<file path="config.mk">
export PLATFORM = sky130hd
export DESIGN_NAME = bus_arbiter
export DESIGN_NICKNAME = d
export VERILOG_FILES = /design/src/rtl/bus_arbiter_pkg.sv /design/src/rtl/nmux.sv /design/src/rtl/bus_arbiter.sv
export SDC_FILE = /design/constraint.sdc
export NUM_CORES = 1
export LEC_CHECK = 0
export CORE_ASPECT_RATIO = 1.2
export CORE_MARGIN = 1
export CORE_UTILIZATION = 30
export CTS_CLUSTER_DIAMETER = 30
export CTS_CLUSTER_SIZE = 14
export DETAILED_ROUTE_END_ITERATION = 7
export GPL_TIMING_DRIVEN = 0
export PLACE_DENSITY = 0.73
export SYNTH_ARGS = -nofsm -noshare
export SYNTH_HDL_FRONTEND = slang
export SYNTH_SLANG_ARGS = --single-unit
</file>
<file path="constraint.sdc">
create_clock -name clk -period 5.1 [get_ports clk]
set_clock_uncertainty 0.1 [all_clocks]
set_input_delay 1.02 -clock clk [delete_from_list [all_inputs] [get_ports clk]]
set_output_delay 1.02 -clock clk [all_outputs]
set_load 0.01 [all_outputs]
</file>
<file path="src/rtl/bus_arbiter_pkg.sv">
// Shared types and default sizing for the round-robin bus arbiter.
package bus_arbiter_pkg;

    typedef enum logic {
        IDLE = 1'b0,
        BUSY = 1'b1
    } state_t;

    localparam int DEF_N       = 3;
    localparam int DEF_WIDTH   = 8;
    localparam int DEF_TIMEOUT = 15;

endpackage

</file>
<file path="src/rtl/nmux.sv">
// Binary-select N-way mux over a flat bus of WIDTH-bit slices.
module nmux #(
    parameter int N     = 3,
    parameter int WIDTH = 8
) (
    input  logic [N*WIDTH-1:0]     data,
    input  logic [$clog2(N)-1:0]   sel,
    output logic [WIDTH-1:0]       y
);

    localparam int SW = $clog2(N);

    always_comb begin
        // NOTE: every combinational output gets a default first so no path leaves it unassigned (no latch).
        y = '0;
        for (int i = 0; i < N; i++) begin
            if (sel == SW'(i)) begin
                y = data[i*WIDTH +: WIDTH];
            end
        end
    end

endmodule

</file>
<file path="src/rtl/bus_arbiter.sv">
// Round-robin arbiter: one grant at a time, released on completion, requester abort or timeout.
module bus_arbiter
    import bus_arbiter_pkg::*;
#(
    parameter int N       = DEF_N,
    parameter int WIDTH   = DEF_WIDTH,
    parameter int TIMEOUT = DEF_TIMEOUT
) (
    input  logic                  clk,
    input  logic                  rst_n,
    input  logic [N-1:0]          req,
    input  logic [N*WIDTH-1:0]    req_data,
    input  logic                  bus_ready,
    output logic [N-1:0]          gnt,
    output logic [$clog2(N)-1:0]  gnt_idx,
    output logic                  bus_valid,
    output logic [WIDTH-1:0]      bus_data,
    output logic [N-1:0]          ack,
    output logic                  timeout_err
);

    localparam int IW = $clog2(N);
    localparam int CW = $clog2(TIMEOUT + 1);

    state_t         state, state_next;
    logic [N-1:0]   gnt_next;
    logic [IW-1:0]  idx_next, ptr, ptr_next;
    logic [CW-1:0]  cnt, cnt_next;
    logic           terr_next;

    logic [IW-1:0]  lo_idx, hi_idx, win_idx;
    logic           lo_found, hi_found, win_found;
    logic           timeout_hit, owner_req, release_now;

    // Lowest set request overall, and lowest at or above ptr; the latter wins, else wrap.
    always_comb begin
        lo_idx   = '0;
        lo_found = 1'b0;
        hi_idx   = '0;
        hi_found = 1'b0;
        for (int i = N - 1; i >= 0; i--) begin
            if (req[i]) begin
                lo_idx   = IW'(i);
                lo_found = 1'b1;
                if (IW'(i) >= ptr) begin
                    hi_idx   = IW'(i);
                    hi_found = 1'b1;
                end
            end
        end
        win_found = lo_found;
        win_idx   = hi_found ? hi_idx : lo_idx;
    end

    assign timeout_hit = (cnt == CW'(TIMEOUT - 1));
    assign owner_req   = req[gnt_idx];
    assign release_now = bus_ready || !owner_req || timeout_hit;

    always_comb begin
        state_next = state;
        gnt_next   = gnt;
        idx_next   = gnt_idx;
        ptr_next   = ptr;
        cnt_next   = cnt;
        terr_next  = 1'b0;
        case (state)
            IDLE: begin
                if (win_found) begin
                    state_next        = BUSY;
                    gnt_next          = '0;
                    gnt_next[win_idx] = 1'b1;
                    idx_next          = win_idx;
                    cnt_next          = '0;
                end
            end
            BUSY: begin
                if (release_now) begin
                    state_next = IDLE;
                    gnt_next   = '0;
                    idx_next   = '0;
                    cnt_next   = '0;
                    ptr_next   = (gnt_idx == IW'(N - 1)) ? '0 : gnt_idx + 1'b1;
                    // Completion and abort both outrank the timeout.
                    terr_next  = !bus_ready && owner_req;
                end else begin
                    cnt_next = cnt + 1'b1;
                end
            end
            default: state_next = IDLE;
        endcase
    end

    always_ff @(posedge clk or negedge rst_n) begin
        if (!rst_n) begin
            state       <= IDLE;
            gnt         <= '0;
            gnt_idx     <= '0;
            ptr         <= '0;
            cnt         <= '0;
            timeout_err <= 1'b0;
        end else begin
            // NOTE: non-blocking assignments so every register samples pre-edge values.
            state       <= state_next;
            gnt         <= gnt_next;
            gnt_idx     <= idx_next;
            ptr         <= ptr_next;
            cnt         <= cnt_next;
            timeout_err <= terr_next;
        end
    end

    assign bus_valid = (state == BUSY);
    assign ack       = gnt & {N{bus_ready}};

    nmux #(
        .N     (N),
        .WIDTH (WIDTH)
    ) u_nmux (
        .data (req_data),
        .sel  (gnt_idx),
        .y    (bus_data)
    );

endmodule

</file>
==> flow_summary.json <==
{
  "ctsResizeCount": 0,
  "floorplan.io_pins": 48,
  "cp-start-kind": "input pin",
  "die-width_um": 52.1,
  "post_route_antenna_net_violation_count": 0,
  "die_area_um2": 3230,
  "crit_path_cell_trace": "clkdlybuf4s50_1 > mux2i_1 > o21ai_0 > clkdlybuf4s50_1",
  "timing.critical_path.required_ns": 3.98,
  "area.growth.synth_to_final_pct": 59.8,
  "syn_inst": 99,
  "hpwl_um": 2120,
  "ys_warn_count": 0,
  "post_synth_instance_area_um2": 902,
  "num_antenna_cells": 0,
  "finalHoldViolations": 0,
  "max-slew-margin-rel_pct": 45.1,
  "max-clock-path-buffers": 2,
  "finalCriticalPeriod_ns": 3.43,
  "path_clk_slew_ns": 0.07,
  "pins_over_slew_limit": 0,
  "max_cap_viol_count": 0,
  "tritoncts_num_sinks": 13,
  "post_synthesis_area_per_instance_um2": 9.11,
  "cts_tree": "yes",
  "synth_nets": 131,
  "sequential_share_of_the_synthesized_area_pct": 36.1,
  "fmax_ghz": 0.291,
  "grt_max_degree": 14,
  "gr-total-overflow": 0,
  "critPathMostFrequentCell": "clkdlybuf4s50_1",
  "rsz_0062_raised_after_global_routing": "no",
  "holdBufCountCts": 0,
  "min-delay-path-class": "register to register",
  "path_buf_inv": 2,
  "regArea_um2": 325,
  "post_route_cells_drive_above_1_share_pct": 8.67,
  "total_area_of_multi_input_combinational_cells_um2": 536,
  "drt_first_iter_violations": 11,
  "path_delay_family": "buffers and inverters",
  "outcome": "finished, final reports clean",
  "timing.reg2reg.setup_slack_ns": 3.32,
  "core_area_um2": 2840,
  "wl_um": 2600,
  "clock_insertion_delay_worst_skew_ns": 0.27,
  "setup_tns_ns": 0,
  "number_of_antenna_violations_at_the_first_check_in_global_routing": 0,
  "worstPathArrival_ns": 2.31,
  "synth.ff_latch_count": 13,
  "viasPerCell": 5.21,
  "crit_slowest_cell": "clkdlybuf4s50_1",
  "num-fill-cells": 289,
  "grt_first_pass_wirelength_um": 4000,
  "postCtsSetupBuffers": 0,
  "drc": 0,
  "setup.worst_path.class": "input pin to primary output",
  "fp-row-count": 21,
  "first_global_vias": 974,
  "cts-root-buf": "clkbuf_4",
  "drt_first_pass_iters": 4,
  "p_leak_nw": 0.566,
  "setup_viol": 0,
  "maximum_vdd_drop_uv": 238,
  "p_per_area_nw_per_um2": 403,
  "portion_of_the_clock_cycle_consumed_by_the_worst_path_in_the_final_layout_pct": 67.3,
  "crit_path_end_kind": "primary output",
  "route.vias.total": 959,
  "slowest_delay_ns": 0.58,
  "largest_fanout_on_the_critical_path": 1,
  "cts_inserted_buffers": 3,
  "tightestPinTransition_ns": 0.817,
  "wl_per_cell_um": 14.1,
  "gpl.final_weighted_congestion": 0.764,
  "port_buffers": 47,
  "hold-worst-slack_ns": 0.455,
  "grt_use_total_pct": 16.8,
  "die-height_um": 62.1,
  "initial_core_util_pct": 31.8,
  "num-nets-final": 183,
  "synth.distinct_cells": 29,
  "cts_max_level": 1
}
==> flip-flops by register name, indices dropped and copies added (netlist names) <==
name	cells
cnt	4
gnt	3
gnt_idx	2
ptr	2
bus_valid	1
timeout_err	1
==> tightest hold or removal path, cell delays in order, from the launching register on <==
cell	delay, ns
dfrtp_1	0.39
nand2_1	0.06
o21ai_0	0.07
==> through the flow <==
step | utilization (%) | std cells | power, W | instance area, um^2 | setup WS [ns]
floorplan | - | 99 | 0.000346 | 902 | 2.63
global placement | 49.9 | 180 | 0.000508 | 1420 | 1.74
detailed placement | 49.9 | 180 | 0.000525 | 1420 | 1.65
CTS | 50.8 | 184 | 0.000587 | 1440 | 1.65
global route | 50.8 | 184 | 0.000621 | 1440 | 1.62
finish | 50.8 | 184 | 0.000580 | 1440 | 1.67
==> path summary, 6_finish.rpt <==
path | depth (start not counted) | from | to
max | 4 | req_data[2] | bus_data[2]
min | 2 | cnt[1] | cnt[1]
max reg2reg | 5 | cnt[0] | ptr[1]
min reg2reg | 2 | cnt[1] | cnt[1]
max in group asynchronous | 1 | rst_n | ptr[0]
min in group asynchronous | 1 | rst_n | cnt[0]
==> report_power, final <==
part / total [W] / switching [W] / internal, W
logic: 0.000352 / 0.000159 / 0.000192
clock network: 0.0000613 / 0.0000310 / 0.0000303
registers: 0.000167 / 0.0000343 / 0.000133
==> synthesized netlist by cell type (all sizes together) <==
cell type  count  area (um^2)
dfrtp         13          325
nand3b         1         7.51
o2111ai        2         17.5
nor4           1         6.26
nand3          2         10.0
ha             2         25.0
o31a           1         10.0
and2           3         18.8
nand2b         1         6.26
a21o           1         8.76
mux2i          9         90.1
and3b          1         10.0
nor2b          4         25.0
a2bb2oi        1         15.0
o211ai         1         7.51
nand2         19         71.3
clkbuf         2         17.5
o21ai         17         85.1
a31oi          1         21.3
nor2           4         15.0
a21oi          1         5.00
a31o           1         17.5
o2bb2ai        1         15.0
or3b           1         8.76
buf            1         5.00
o311ai         1         16.3
inv            5         18.8
mux2           2         22.5
==> layout make-up <==
type | instances | area share (%)
multi-input cells | 78 | 37.2
repair buffers | 47 | 32.6
flip-flops and latches | 13 | 22.6
well taps | 34 | 2.95
clock buffers | 4 | 1.82
plain buffers | 3 | 1.56
inverters | 5 | 1.30
==> cells in the final DEF, fill, tap and decap left out, types with 2 or more instances in the layout <==
cell             instances
dfrtp_1                 13
o21ai_0                 17
clkbuf_1                 2
o2111ai_1                2
nand3_1                  2
and2_1                   3
nor2b_1                  4
mux2i_1                  9
clkdlybuf4s50_1         47
ha_1                     2
mux2_1                   2
nor2_1                   4
inv_1                    5
nand2_1                 19
clkbuf_4                 3
==> cells by family after synthesis <==
kind of cell	Yosys count	share of synthesized area, %
fa+ha+maj	2	2.77
buf+inv	8	4.58
flops	13	36.1
simple gates	37	19.8
compound gates	28	24.3
mux	11	12.5
==> metal layers <==
metal  vias up  global-route usage, %  share of wire (%)
met5         -                      0                  0
met4         0                   6.56               0.27
met3         2                   4.87                 11
met2        45                   34.8                 51
met1       459                   14.8                 38
li1        453                      -                  -
No activity file was read; power rests on OpenSTA's default activity.
